<file path="src/rtl/gpio_uart_tx.sv">
// Byte-oriented 8N1 UART transmitter fed by a small FIFO; frames are sent back to back.
// Optional even parity bit when UART_TX_PARITY_EN is defined (8E1, 11-bit frames).
module gpio_uart_tx #(
  parameter int CLK_HZ     = 50000000,
  parameter int BAUD       = 115200,
  parameter int FIFO_DEPTH = 16
) (
  input  logic                          CLOCK_50,
  input  logic                          reset,
  input  logic [7:0]                    wr_data,
  input  logic                          wr_valid,
  output logic                          wr_ready,
  output logic                          txd,
  output logic                          busy,
  output logic [$clog2(FIFO_DEPTH):0]   fifo_count
);
  localparam int DIV = CLK_HZ / BAUD;
  localparam int BW  = $clog2(DIV);
  localparam int AW  = $clog2(FIFO_DEPTH);
  localparam int CW  = AW + 1;

  typedef enum logic [2:0] {
    S_IDLE,
    S_START,
    S_DATA,
`ifdef UART_TX_PARITY_EN
    S_PARITY,
`endif
    S_STOP
  } state_t;

  state_t          state_q, state_d;
  logic [BW-1:0]   baud_q, baud_d;
  logic [2:0]      bit_q, bit_d;
  logic [7:0]      shift_q, shift_d;
  logic            txd_q, txd_d;
  logic            wr_ready_q, wr_ready_d;
  logic [CW-1:0]   count_q, count_d;
  logic [AW-1:0]   rd_ptr_q, rd_ptr_d;
  logic [AW-1:0]   wr_ptr_q, wr_ptr_d;
  logic [7:0]      mem_q [FIFO_DEPTH];
`ifdef UART_TX_PARITY_EN
  logic            par_q, par_d;
`endif

  logic push;
  logic pop;
  logic bit_end;

  always_comb begin
    state_d  = state_q;
    baud_d   = baud_q;
    bit_d    = bit_q;
    shift_d  = shift_q;
`ifdef UART_TX_PARITY_EN
    par_d    = par_q;
`endif
    pop      = 1'b0;
    bit_end  = (baud_q == BW'(DIV - 1));

    if (state_q != S_IDLE) begin
      baud_d = bit_end ? '0 : baud_q + 1'b1;
    end

    case (state_q)
      S_IDLE: begin
        if (count_q != '0) pop = 1'b1;
      end
      S_START: begin
        if (bit_end) state_d = S_DATA;
      end
      S_DATA: begin
        if (bit_end) begin
          shift_d = shift_q >> 1;
          bit_d   = bit_q + 3'd1;
          if (bit_q == 3'd7) begin
`ifdef UART_TX_PARITY_EN
            state_d = S_PARITY;
`else
            state_d = S_STOP;
`endif
          end
        end
      end
`ifdef UART_TX_PARITY_EN
      S_PARITY: begin
        if (bit_end) state_d = S_STOP;
      end
`endif
      S_STOP: begin
        // Pop straight from the stop bit so queued frames follow with no idle cycle.
        if (bit_end) begin
          if (count_q != '0) pop = 1'b1;
          else               state_d = S_IDLE;
        end
      end
      default: state_d = S_IDLE;
    endcase

    if (pop) begin
      state_d = S_START;
      shift_d = mem_q[rd_ptr_q];
      bit_d   = '0;
      baud_d  = '0;
`ifdef UART_TX_PARITY_EN
      par_d   = ^mem_q[rd_ptr_q];
`endif
    end

    push       = wr_valid && wr_ready_q;
    count_d    = count_q + CW'(push) - CW'(pop);
    rd_ptr_d   = pop  ? rd_ptr_q + 1'b1 : rd_ptr_q;
    wr_ptr_d   = push ? wr_ptr_q + 1'b1 : wr_ptr_q;
    // Registered from the next count, so a full FIFO never sees an extra write.
    wr_ready_d = (count_d < CW'(FIFO_DEPTH));

    case (state_d)
      S_START:   txd_d = 1'b0;
      S_DATA:    txd_d = shift_d[0];
`ifdef UART_TX_PARITY_EN
      S_PARITY:  txd_d = par_d;
`endif
      default:   txd_d = 1'b1;
    endcase
  end

  always_ff @(posedge CLOCK_50 or posedge reset) begin
    if (reset) begin
      state_q    <= S_IDLE;
      baud_q     <= '0;
      bit_q      <= '0;
      shift_q    <= '0;
      txd_q      <= 1'b1;
      wr_ready_q <= 1'b1;
      count_q    <= '0;
      rd_ptr_q   <= '0;
      wr_ptr_q   <= '0;
`ifdef UART_TX_PARITY_EN
      par_q      <= 1'b0;
`endif
    end else begin
      state_q    <= state_d;
      baud_q     <= baud_d;
      bit_q      <= bit_d;
      shift_q    <= shift_d;
      txd_q      <= txd_d;
      wr_ready_q <= wr_ready_d;
      count_q    <= count_d;
      rd_ptr_q   <= rd_ptr_d;
      wr_ptr_q   <= wr_ptr_d;
`ifdef UART_TX_PARITY_EN
      par_q      <= par_d;
`endif
    end
  end

  // Storage needs no reset; emptiness is tracked by count and pointers.
  always_ff @(posedge CLOCK_50) begin
    if (push) mem_q[wr_ptr_q] <= wr_data;
  end

  assign txd        = txd_q;
  assign wr_ready   = wr_ready_q;
  assign busy       = (state_q != S_IDLE) || (count_q != '0);
  assign fifo_count = count_q;

endmodule

</file>
<file path="config.mk">
export PLATFORM = sky130hd
export DESIGN_NAME = gpio_uart_tx
export DESIGN_NICKNAME = d
export VERILOG_FILES = /design/src/rtl/gpio_uart_tx.sv
export SDC_FILE = /design/constraint.sdc
export NUM_CORES = 1
export LEC_CHECK = 0
export BUFFER_PORTS_ARGS = -buffer_cell sky130_fd_sc_hd__buf_4
export CORE_MARGIN = 3
export CORE_UTILIZATION = 60
export DETAILED_ROUTE_END_ITERATION = 6
export GPL_TIMING_DRIVEN = 1
export PLACE_DENSITY = 0.88
export SLEW_MARGIN = 20
export SYNTH_ARGS = -nofsm -noshare
export SYNTH_HDL_FRONTEND = slang
export SYNTH_SLANG_ARGS = --single-unit
</file>
<file path="constraint.sdc">
create_clock -name CLOCK_50 -period 2.93 [get_ports CLOCK_50]
set_input_delay 0.1465 -clock CLOCK_50 [delete_from_list [all_inputs] [get_ports CLOCK_50]]
set_output_delay 0.1465 -clock CLOCK_50 [all_outputs]
set_load 0.03 [all_outputs]
</file>
# [After elaboration in Yosys (flattened, before gate mapping)]
# Memory sizes are Yosys's and may differ from the RTL's.
# Index checks and enable logic that the tools add are counted.
[word_totals] ff_bits=38 ramBits=128 input_bits=11 out_inout_bits=8 elab_cells=56 mem_count=1
[memory_table] name="mem_q" words=16 word_bits=8 rd=1 rd_clocked_by_memory_dff=0 write_ports=1 line_no="41" source="logic [7:0] mem_q [FIFO_DEPTH];"
[op_classes] n_addsub=6 order_cmp=1 n_eq_ne=7 muxes=22 reduce_logical=9
[op_table] operator="$mux 3" n=9
[op_table] operator="$mux 9" n=3
[op_table] operator="$mux 8" n=3
[op_table] operator="$pmux 3 s4" n=1
[op_table] operator="$add 9x1->9 const B" n=1
[op_table] operator="$eq 3x2->1 const B" n=3
[op_table] operator="$eq 9x9->1 const B" n=1
[op_table] operator="$add 4x1->4 const B" n=2
[op_table] operator="$eq 3x1->1 const B" n=2
[op_table] operator="$reduce_bool 2->1" n=3
[op_table] operator="$add 5x1->5" n=1
[op_table] operator="$lt 5x5->1 const B" n=1
[op_table] operator="$reduce_bool 5->1" n=1
[op_table] operator="$sub 5x1->5" n=1
[op_table] operator="$mux 1" n=4
[op_table] operator="$pmux 1 s2" n=2
[op_table] operator="$add 3x1->3 const B" n=1
[op_table] operator="$eq 3x3->1 const B" n=1
[op_table] operator="$logic_not 3->1" n=1
[op_table] operator="$reduce_bool 3->1" n=1
[op_table] operator="$reduce_and 2->1" n=1
[op_table] operator="$logic_and 1x1->1" n=1
[op_table] operator="$logic_or 1x1->1" n=1

# [Logic depth before layout (Yosys ltp)]
# Gate-level depths: netlist of the first run.
[logic_depth] depth_word=7 ltp_mapped=15 ltp_nobuf=14

# [Worst setup path before layout of the first run]
# OpenSTA, ideal clock, no wires.
[synth_path] path_type="register to register" from="register count_q[3] (netlist: fifo_count[3])" to="register count_q[4] (netlist: fifo_count[4])" setup_ns=0.130 t_arrival_ns=2.630 t_required_ns=2.800 path_slack_ns=0.170 stages_incl_launch_ff=15 n_path_buf=1 period_less_slack_ns=2.760 path_cell_list="dfrtp_1 > inv_1 > ha_1 > nor4b_1 > a21oi_2 > buf_4 > xnor2_1 > ha_1 > inv_1 > fa_1 > inv_1 > a21oi_1 > nor2_1 > nor2_1 > xnor2_1"
[synth_between] elab_chain_len=5 elab_cells_between_ends=6 classes_between="2 x add/sub; 3 x mux; 1 x reduce/logical"
[synth_rtl] element="from (decl)" line_no="38" source="logic [CW-1:0] count_q, count_d;"
[synth_rtl] element="from (signal assigned)" line_no="148" source="count_q <= count_d;"
[synth_rtl] element="$reduce_bool 5->1" line_no="67, 93"
[synth_rtl] element="$mux 1" line_no="67, 93"
[synth_rtl] element="$mux 1" line_no="92" source="if (bit_end) begin"
[synth_rtl] element="$pmux 1 s2" line_no="65" source="case (state_q)"
[synth_rtl] element="$sub 5x1->5 *" line_no="111" source="count_d = count_q + CW'(push) - CW'(pop);"
[synth_rtl] element="via count_d[4]" line_no="38"
# The timed path passes the listed nets; every way through them passes the cells marked *.
# A chain may end at the register's enable or synchronous reset.

# [Final worst setup path of the first run]
[layout_path] from="register baud_q[1]" to="register wr_ready_q (netlist: wr_ready)"
[layout_between] elab_chain_len=5
[layout_rtl] element="from (decl)" line_no="33" source="logic [BW-1:0] baud_q, baud_d;"
[layout_rtl] element="from (signal assigned)" line_no="143" source="baud_q <= baud_d;"
[layout_rtl] element="$eq 9x9->1" line_no="59" source="bit_end = (baud_q == BW'(DIV - 1));"
[layout_rtl] element="$mux 1" line_no="92"
[layout_rtl] element="$pmux 1 s2" line_no="65"
[layout_rtl] element="$sub 5x1->5" line_no="111"
[layout_rtl] element="$lt 5x5->1" line_no="115" source="wr_ready_d = (count_d < CW'(FIFO_DEPTH));"
[layout_rtl] element="via wr_ready_d" line_no="37" source="logic wr_ready_q, wr_ready_d;"
[layout_rtl] element="to (signal assigned)" line_no="147" source="wr_ready_q <= wr_ready_d;"
[layout_rtl] element="to (decl)" line_no="37"
# The timed path passes the listed nets, and every way through them passes these cells.

==> run_results.csv, run 1 <==
group,metric,value,unit
worst_setup_path,start_kind,"flop",
drt,wl_per_cell,22.0,um
synth,ys_async_sr_fraction,22.9,%
global_routing,grt_usage,22.0,%
status,status,"completed",
sta,fin_skew,8.15,ps
synth,yosys_register_bits,166,
sta,final.setup.worst_slack,181,ps
synth,synth-edff-count,128,
clock_network,post_cts_buffers,0,
clock_network,clk_latency,430,ps
worst_setup_path,cp_max_fo,26,
clock_network,cts_tree,"yes",
synth,yosysSeqAreaShare,69.8,%
placement,routabilityCongestion,0.855,
worst_setup_path,cpLargestDelayFamily,"simple AND/OR/NAND/NOR gates",
global_routing,grt_pass1_wl,20500,um
synth,ys_dominant_reg_cell,"edfxtp_1",
synth,syn-num-nets,421,
pwr,p_clk_share,30.1,%
pwr,finalPower,7.43,mW
pwr,ir_drop,593,uV
sta,finalSetupViolCount,0,
global_routing,grt-ovfl-total,0,
finish,finalNetCount,452,
drt,dr.pass1.iters,5,
worst_setup_path,rrSetupSlack,180,ps
clock_network,htree_levels,4,
synth,ys_types,46,
sta,tightestPinTransition,828,ps
worst_setup_path,path_buf_inv,4,
synth,syn_inst,395,
finish,fillCellCount,644,
clock_network,ctsLongestPathBuffers,2,
global_routing,antenna_found_initial,0,
clock_network,numClockSinks,166,
sta,slew_violations,0,
placement,pre_cts_ws,375,ps
floorplan,die-area,12800,sq um
worst_setup_path,crit_start,"baud_q[1]$_DFFE_PP0P_",
sta,hold_ws,26.6,ps
placement,place_inst,546,
worst_setup_path,crit_type,"flop to flop",
worst_setup_path,required,3270,ps
drt,viasPerCell,6.12,
sta,fmax,364,MHz
worst_setup_path,worst_path_max_delay_cell,"dfrtp_1",
pwr,pwr-share-seq,41.9,%
drt,drtIter0Drc,335,
placement,dpl.hpwl,7920,um
clock_network,path_clk_slew,70,ps
pwr,pwr-share-comb,28.1,%
finish,area_growth,13.1,%
worst_setup_path,worstPathCellList,"inv_1, ha_1, and4b_1, nand4_1, a21oi_2, buf_4, nand2_1, inv_1, fa_1, inv_1, a21oi_1, nor2_1, nor2_1, xor2_1",
global_routing,first_global_vias,3690,
worst_setup_path,r2r_start,"baud_q[1]$_DFFE_PP0P_",
finish,mostFrequentLayoutCells,"edfxtp_1, dfrtp_1, mux4_2, buf_4, clkbuf_16",
floorplan,coreArea,11000,sq um
finish,final_common_cell,"edfxtp_1",
finish,final_util,70.5,%
floorplan,die_x,113,um
min_path,hold_class,"input pin to flop",
worst_setup_path,r2r-end,"wr_ready$_DFF_PP1_",
sta,fin_tns_setup,0,ps
global_routing,grt_max_degree,36,
finish,diodes,0,
worst_setup_path,crit_path_end_kind,"flop",
floorplan,ios,19,
worst_setup_path,r2r_cells,14,
pwr,power_switching,2.33,mW
sta,hold_violations,0,
worst_setup_path,worst-path-stages,14,
pwr,p_int,5.10,mW
sta,rsz0062_at_grt,"false",
drt,drtAntennaViolNets,0,
worst_setup_path,crit_top_cell,"inv_1",
drt,drc,0,
synth,ys_warn_count,0,
run,drv_cap,0,
drt,vias,3542,
placement,placed_area,7170,sq um
clock_network,root_buffer,"clkbuf_16",
finish,drive_gt1_share,23.5,%
worst_setup_path,worstPathArrival,3090,ps
finish,final_cell_count_no_fill,579,
clock_network,cts_made_buffers,17,
sta,finalCriticalPeriod,2750,ps
worst_setup_path,endpoint,"wr_ready$_DFF_PP1_",
floorplan,row_count,38,
sta,fin_crit_sh,93.8,%
sta,max_slew_margin,44.8,%
synth,syn_area,6870,sq um
synth,syn_area_per_cell,17.4,sq um
worst_setup_path,cpPeakStageDelay,400,ps
floorplan,start_util,62.3,%
finish,postLayoutCellArea,7770,sq um
floorplan,die_h,113,um
pwr,power_density,957,nW/um^2
placement,io_buffers,18,
drt,wl,12700,um
pwr,netSwitchingFraction,31.4,%
pwr,p_leak,2.75,nW
[worst reg2reg max path, cell delays in order (launching register included)]
cell and delay, ps:
dfrtp_1 400, inv_1 80, ha_1 170, and4b_1 230, nand4_1 120, a21oi_2 200, buf_4 300, nand2_1 110
inv_1 120, fa_1 230, inv_1 60, a21oi_1 140, nor2_1 60, nor2_1 200, xor2_1 240
[flip-flops by register name (all words and copies together), names as in the netlist, 3 cells and up]
signal and flops:
state_q 3, rd_ptr_q 4, bit_q 3, wr_ptr_q 4, fifo_count 5, mem_q 128
baud_q 9, shift_q 8
[cell type report]
| cell class | count | area [sq um] | area share, % |
|---|---|---|---|
| Clock buffer | 18 | 429 | 5.52 |
| Clock inverter | 14 | 165 | 2.13 |
| Inverter | 13 | 48.8 | 0.628 |
| Multi-Input combinational cell | 201 | 1950 | 25.1 |
| Sequential cell | 166 | 4800 | 61.7 |
| Tap cell | 140 | 175 | 2.25 |
| Timing Repair Buffer | 27 | 205 | 2.64 |
[how the worst min path moves through the flow]
stage | depth (start not counted) | from | end | slack [ps]
after global routing | 1 | wr_data[4] | mem_q[3][4]$_DFFE_PP_ | 40
after global placement | 2 | reset | fifo_count[1]$_DFF_PP0_ | 320
after detailed placement | 2 | reset | baud_q[0]$_DFFE_PP0P_ | 350
final | 1 | wr_data[4] | mem_q[3][4]$_DFFE_PP_ | 30
after CTS | 1 | wr_data[4] | mem_q[3][4]$_DFFE_PP_ | 20
after floorplan | 0 | wr_data[0] | mem_q[0][0]$_DFFE_PP_ | 250
[cells in the mapped netlist (3+ instances only)]
cell type	number	area share (%)
a211oi_1	7	0.77
a21oi_1	5	0.36
a22oi_1	16	1.7
a31oi_1	7	0.64
and2_1	13	1.2
and2b_1	5	0.55
and3_1	6	0.55
buf_2	5	0.36
clkbuf_1	6	0.33
dfrtp_1	36	13
edfxtp_1	128	56
ha_1	14	2.6
inv_1	13	0.71
mux2_2	4	0.66
mux2i_1	3	0.44
mux4_2	32	10
nand2_1	13	0.71
nand3_1	6	0.44
nor2_1	16	0.87
nor2b_1	7	0.64
nor3_1	3	0.22
o21ai_0	4	0.29
xnor2_1	14	1.8
xor2_1	5	0.64
[metal layers]
layer	global-route usage (%)	routed length [um]	part of all wire [%]	vias to the layer above
met2	34.2	6360	50	127
li1	-	-	-	1593
met5	0	0	0	-
met1	30.7	5460	43	1805
met4	7.93	223	1.7	0
met3	5.88	701	5.5	17
[cells by family (layout without fill, tap and decap cells)]
kind of cell | count (synthesis) | in the layout | synth area share [%]
compound gates | 44 | 44 | 4.39
other cells | 1 | 1 | 0.0546
flops | 166 | 166 | 69.8
fa+ha+maj | 15 | 15 | 2.84
mux | 39 | 39 | 11.6
simple gates | 83 | 83 | 7.09
buf+inv | 28 | 72 | 1.79
xor+xnor | 19 | 19 | 2.42
[power groups by stage]
stage          registers, mW  logic [mW]  clock network [mW]
2_1_floorplan           3.15        1.46                   0
6_report                3.11        2.09                2.24
4_1_cts                 3.11        2.09                2.25
5_1_grt                 3.15        2.27                2.35
3_3_place_gp            3.13        1.99                   0
3_5_place_dp            3.15        2.06                   0
[repair_timing]
action	4_1_cts	5_1_grt
gates resized for setup	0	0
hold buffers	1	0
endpoints found under the hold margin	18	0
Power figures use the tool's default switching activity.
==> inputs of run 2 (changes only) <==
--- a/config.mk
+++ b/config.mk
@@ -6,11 +6,12 @@
 export NUM_CORES = 1
 export LEC_CHECK = 0
 export BUFFER_PORTS_ARGS = -buffer_cell sky130_fd_sc_hd__buf_4
+export CORE_ASPECT_RATIO = 0.8
 export CORE_MARGIN = 3
-export CORE_UTILIZATION = 60
+export CORE_UTILIZATION = 50
 export DETAILED_ROUTE_END_ITERATION = 6
 export GPL_TIMING_DRIVEN = 1
-export PLACE_DENSITY = 0.88
+export PLACE_DENSITY = 0.77
 export SLEW_MARGIN = 20
 export SYNTH_ARGS = -nofsm -noshare
 export SYNTH_HDL_FRONTEND = slang
==> constraint.sdc (replaced) <==
create_clock -name CLOCK_50 -period 2.9 [get_ports CLOCK_50]
set_input_delay 0.145 -clock CLOCK_50 [delete_from_list [all_inputs] [get_ports CLOCK_50]]
set_output_delay 0.145 -clock CLOCK_50 [all_outputs]
set_load 0.03 [all_outputs]
==> run 2 against run 1 <==
  * Wire length is 2.2% higher
  * Die area increased by 19%
  * Sequential power rose by 2%
  * Power shrank 0.14%
  * Sequential cell count is the same
  * Worst hold slack better by 7.6 ps
  * Combinational power is essentially flat
  * Clock skew fell by 1.1 ps
  * Largest power group unchanged
==> run_results.csv, run 2 (synthesis results as in run 1) <==
group,metric,value,unit
clock_network,htree_levels,4,
drt,drtIter0Drc,420,
placement,place_inst,579,
sta,hold_violations,0,
clock_network,root_buffer,"clkbuf_16",
sta,fin_skew,7.09,ps
finish,largest_reg_flops,128,
worst_setup_path,crit_top_cell,"inv_1",
clock_network,ctsLongestPathBuffers,2,
global_routing,grt_max_degree,39,
worst_setup_path,required,3200,ps
status,status,"completed",
floorplan,die_x,137,um
pwr,ir_drop,709,uV
finish,area_growth,13.5,%
pwr,p_leak,2.74,nW
clock_network,clk_latency,420,ps
clock_network,cts_made_buffers,17,
drt,viasPerCell,5.89,
global_routing,grt_usage,18.7,%
placement,routabilityCongestion,0.823,
finish,drive_gt1_share,23.1,%
global_routing,first_global_vias,3722,
sta,final.setup.worst_slack,273,ps
floorplan,die_h,111,um
drt,vias,3605,
sta,fmax,381,MHz
worst_setup_path,cp_max_fo,3,
sta,fin_crit_sh,90.6,%
drt,drc,0,
sta,max_slew_margin,46.4,%
clock_network,numClockSinks,166,
global_routing,grt_pass1_wl,20900,um
worst_setup_path,path_buf_inv,3,
finish,top_regs,"mem_q: 128 flops, baud_q: 9 flops, shift_q: 8 flops",
worst_setup_path,cpLargestDelayFamily,"adder cells",
pwr,power_density,953,nW/um^2
floorplan,ios,19,
placement,pre_cts_ws,364,ps
drt,dr.pass1.iters,5,
drt,wl_per_cell,21.3,um
finish,final_common_cell,"edfxtp_1",
worst_setup_path,start_kind,"flop",
floorplan,row_count,37,
worst_setup_path,worstPathArrival,2930,ps
run,drv_cap,0,
sta,tightestPinTransition,803,ps
clock_network,cts_tree,"yes",
placement,dpl.hpwl,8470,um
drt,drtAntennaViolNets,0,
worst_setup_path,worst_path_max_delay_cell,"dfrtp_1",
floorplan,start_util,52.2,%
sta,finalCriticalPeriod,2630,ps
sta,fin_tns_setup,0,ps
placement,io_buffers,18,
worst_setup_path,crit_path_end_kind,"flop",
drt,wl,13000,um
finish,final_cell_count_no_fill,612,
finish,finalNetCount,450,
finish,top_register,"mem_q",
floorplan,coreArea,13100,sq um
worst_setup_path,worstPathCellList,"inv_1, ha_1, and4b_1, nand4_1, a21oi_2, xnor2_1, ha_1, inv_1, fa_1, inv_1, a21oi_1, nor2_1, nor2_1, xnor2_1",
worst_setup_path,cpPeakStageDelay,400,ps
worst_setup_path,crit_type,"flop to flop",
clock_network,path_clk_slew,70,ps
sta,finalSetupViolCount,0,
min_path,hold_class,"input pin to flop",
sta,rsz0062_at_grt,"false",
global_routing,antenna_found_initial,0,
sta,slew_violations,0,
finish,diodes,0,
floorplan,die-area,15200,sq um
global_routing,grt-ovfl-total,0,
finish,mostFrequentLayoutCells,"edfxtp_1, dfrtp_1, mux4_2, buf_4, clkbuf_16",
## run 2: what timing repair did
| item | in CTS | in global routing |
|---|---|---|
| endpoints found under the setup margin | 0 | 1 |
| endpoints found under the hold margin | 36 | 0 |
| buffers inserted | 0 | 0 |
| hold buffers | 1 | 0 |
| gates resized for setup | 0 | 1 |
## run 2: tightest hold or removal path, delay by kind of cell
family                 cells  cell delay, ps
XOR/XNOR                   1              60
buffers and inverters      1             120
AND/OR/NAND/NOR            1              90
## run 2: worst paths after layout
kind	depth (start not counted)	endpoint	start	slack, ps
worst max register to register	14	fifo_count[4]$_DFF_PP0_	baud_q[1]$_DFFE_PP0P_	270
max in group asynchronous	4	rd_ptr_q[0]$_DFFE_PP0P_	reset	2140
worst min register to register	2	bit_q[1]$_DFFE_PP0P_	bit_q[1]$_DFFE_PP0P_	540
worst max-delay path	14	fifo_count[4]$_DFF_PP0_	baud_q[1]$_DFFE_PP0P_	270
min in group asynchronous	4	wr_ptr_q[1]$_DFFE_PP0P_	reset	400
worst min-delay path	3	wr_ptr_q[2]$_DFFE_PP0P_	wr_valid	30
## run 2: routing by layer
layer / GRT usage (%) / routed length [um]
met1: 27.7 / 5700
met2: 27.3 / 6310
met3: 4.85 / 842
met4: 6.25 / 180
met5: 0 / 0
## run 2: cell type report
class,instances,area (sq um)
Fill cell,987,5350
Inverter,13,48.8
Tap cell,175,219
Clock buffer,17,425
Multi-Input combinational cell,201,1950
Timing Repair Buffer,25,206
Clock inverter,15,146
Sequential cell,166,4800
## run 2: per-stage QoR
| stage | hold WS (ps) | power (mW) | util, % | instance area [sq um] |
|---|---|---|---|---|
| 4_1_cts | 17.4 | 7.47 | 59.3 | 7790 |
| 3_5_place_dp | 290 | 5.31 | 54.8 | 7210 |
| 6_report | 34.3 | 7.42 | 59.3 | 7790 |
| 3_3_place_gp | 288 | 5.22 | 54.8 | 7210 |
| 5_1_grt | 29.0 | 7.79 | 59.3 | 7790 |
| 2_1_floorplan | 244 | 4.66 | - | 6870 |
## run 2: power by group
group / total [mW] / internal [mW] / switching [mW]
registers: 3.16 / 2.89 / 0.264
logic: 2.10 / 0.968 / 1.13
clock network: 2.17 / 1.20 / 0.963
total: 7.42 / 5.06 / 2.36
==> inputs of run 3 (changes only) <==
--- a/config.mk
+++ b/config.mk
@@ -5,6 +5,7 @@
 export SDC_FILE = /design/constraint.sdc
 export NUM_CORES = 1
 export LEC_CHECK = 0
+export ABC_AREA = 1
 export BUFFER_PORTS_ARGS = -buffer_cell sky130_fd_sc_hd__buf_4
 export CORE_ASPECT_RATIO = 0.8
 export CORE_MARGIN = 3
==> run 3 against run 2 <==
  * Maximum frequency rose by 1.7%
  * Final area rose by 5.9%
  * Clock skew barely moved
  * Power rose by 8.4%
  * Global-route usage rose by 2.1 points
  * Cell count rose by 44%
  * Register-to-register slack improved by 40 ps
  * Critical path depth rose by 2
  * Worst hold slack improved by 25 ps
  * Largest cell class unchanged
==> run_results.csv, run 3 <==
group,metric,value,unit
status,status,"completed",
finish,top_register,"mem_q",
drt,drc,0,
sta,rsz0062_at_grt,"false",
min_path,whs_path_depth,1,
synth,ys_warn_count,0,
synth,syn_inst,665,
finish,drive_gt1_share,11.8,%
clock_network,path_clk_slew,60,ps
placement,io_buffers,18,
worst_setup_path,worstPathArrival,2890,ps
synth,syn-num-nets,691,
drt,drtAntennaViolNets,0,
placement,routabilityCongestion,0.837,
floorplan,die-area,16100,sq um
sta,slew_violations,0,
worst_setup_path,r2r_start,"baud_q[1]$_DFFE_PP0P_",
sta,max_slew_margin,38.8,%
synth,yosys_register_bits,166,
synth,yosysSeqAreaShare,65.7,%
pwr,power_density,975,nW/um^2
clock_network,cts_made_buffers,17,
global_routing,grt_max_degree,66,
finish,multiInputGateArea,2170,sq um
drt,vias,4918,
finish,mostFrequentLayoutCells,"edfxtp_1, nor2_1, nand2_1, nand3_1, o21ai_0",
finish,area_growth,13.1,%
clock_network,cts_tree,"yes",
worst_setup_path,worst_path_max_delay_cell,"dfrtp_1",
synth,yosysTopAreaCellShare,52.6,%
floorplan,ios,19,
synth,ys_types,37,
worst_setup_path,crit_type,"flop to flop",
synth,synth_commonest_cells,"edfxtp_1, nor2_1, nand2_1",
min_path,hold_class,"input pin to flop",
finish,finalNetCount,715,
synth,synth-edff-count,128,
global_routing,grt_pass1_wl,25500,um
synth,ys_async_sr_fraction,22.9,%
synth,ys_dominant_reg_cell,"edfxtp_1",
global_routing,first_global_vias,4866,
finish,fillCellCount,1071,
finish,top_regs,"mem_q: 128 flops, baud_q: 9 flops, shift_q: 8 flops",
floorplan,die_x,141,um
sta,fin_crit_sh,89.1,%
worst_setup_path,crit_top_cell,"inv_1",
worst_setup_path,cpPeakStageDelay,410,ps
floorplan,coreArea,13900,sq um
synth,yosysMostFrequentCell,"edfxtp_1",
sta,tightestPinTransition,915,ps
finish,diodes,0,
synth,syn_area,7300,sq um
drt,wl,15500,um
worst_setup_path,crit_start,"baud_q[1]$_DFFE_PP0P_",
sta,hold_violations,0,
synth,syn_area_per_cell,11.0,sq um
drt,dr.pass1.iters,5,
global_routing,grt_usage,20.8,%
sta,fin_skew,7.09,ps
sta,finalCriticalPeriod,2580,ps
floorplan,row_count,38,
worst_setup_path,start_kind,"flop",
placement,dpl.hpwl,9860,um
clock_network,htree_levels,4,
sta,fin_tns_setup,0,ps
worst_setup_path,worstPathCellList,"inv_1, ha_1, nand2_1, nor2_4, nand3_2, nand2_2, nand2_4, nor2_4, inv_1, nand2_1, ha_1, inv_1, fa_1, o21ai_1, xor2_1, inv_1",
drt,wl_per_cell,17.5,um
sta,hold_ws,59.1,ps
run,drv_cap,0,
worst_setup_path,cp_max_fo,12,
sta,fmax,387,MHz
finish,final_common_cell,"edfxtp_1",
worst_setup_path,crit_path_end_kind,"flop",
clock_network,numClockSinks,166,
worst_setup_path,r2r_cells,16,
floorplan,die_h,114,um
finish,seqCellArea,4800,sq um
clock_network,root_buffer,"clkbuf_16",
finish,largest_reg_flops,128,
sta,finalSetupViolCount,0,
floorplan,start_util,52.4,%
global_routing,antenna_found_initial,0,
synth,synthTopCellsByArea,"edfxtp_1, dfrtp_1, nor2_1, nand2_1, nand3_1",
worst_setup_path,endpoint,"fifo_count[4]$_DFF_PP0_",
clock_network,ctsLongestPathBuffers,2,
global_routing,grt-ovfl-total,0,
worst_setup_path,r2r-end,"fifo_count[4]$_DFF_PP0_",
synth,yosys.area.top_type,"edfxtp_1",
worst_setup_path,required,3210,ps
pwr,ir_drop,590,uV
drt,drtIter0Drc,437,
drt,viasPerCell,5.58,
pwr,p_leak,3.25,nW
clock_network,clk_latency,420,ps
worst_setup_path,rrSetupSlack,320,ps
## run 3: how the worst min path moves through the flow
stage | start | to
finish | wr_data[3] | mem_q[7][3]$_DFFE_PP_
global route | wr_data[3] | mem_q[7][3]$_DFFE_PP_
CTS | wr_data[7] | mem_q[2][7]$_DFFE_PP_
detailed placement | reset | fifo_count[4]$_DFF_PP0_
global placement | reset | fifo_count[4]$_DFF_PP0_
floorplan | wr_data[0] | mem_q[0][0]$_DFFE_PP_
## run 3: through the flow
stage          worst slack (ps)  util [%]  area, sq um  instances  total power, mW
2_1_floorplan               369         -         7300        665             4.95
5_1_grt                    41.0      59.3         8260        882             8.53
3_3_place_gp                299      54.6         7610        847             5.59
4_1_cts                     171      59.2         8240        880             8.05
6_report                    316      59.3         8260        882             8.05
3_5_place_dp                207      54.6         7610        847             5.68
## run 3: final cells by class
class                   count  area share (%)
clock buffers              20            5.29
clock inverters            12            2.21
inverters                  47            2.17
multi-input cells         424            26.3
flip-flops and latches    166            58.1
well taps                 180            2.73
repair buffers             33            3.18
## run 3: critical path, delay by kind of cell (launching register included)
family,cells,cell delay (ps)
AND/OR/NAND/NOR,7,720
flip-flops,1,410
XOR/XNOR,1,200
buffers and inverters,4,240
AO/OA/AOI/OAI,1,180
adder cells (fa/ha/maj),3,710
## run 3: power by group
part,switching (mW),leakage (nW),total (mW),internal [mW]
combinational,1.73,1.33,2.56,0.825
sequential,0.239,1.62,3.13,2.89
clock,0.852,0.298,2.36,1.51
total,2.82,3.25,8.05,5.23
## run 3: kinds of logic after synthesis
logic type,Yosys count,share of synthesized area (%)
and+or+nand+nor,314,19.3
DFF,166,65.7
AOI/OAI and AO/OA,79,5.95
buffers and inverters,75,4.54
xor gates and xnor gates,15,1.80
adders and majority gates,15,2.67
other,1,0.0514
## run 3: metal layers
metal / up-vias / track usage, % / wire [um]
met3: 34 / 5.26 / 1090
met2: 186 / 31.4 / 7130
li1: 2308 / - / -
met4: 0 / 9.04 / 402
met5: - / 0 / 0
met1: 2390 / 28.9 / 6850
## run 3: repair_timing
item,CTS,global route
buffers inserted,0,2
hold buffers,1,0
setup endpoints to repair,0,1
gates resized for setup,0,1
endpoints found under the hold margin,36,0
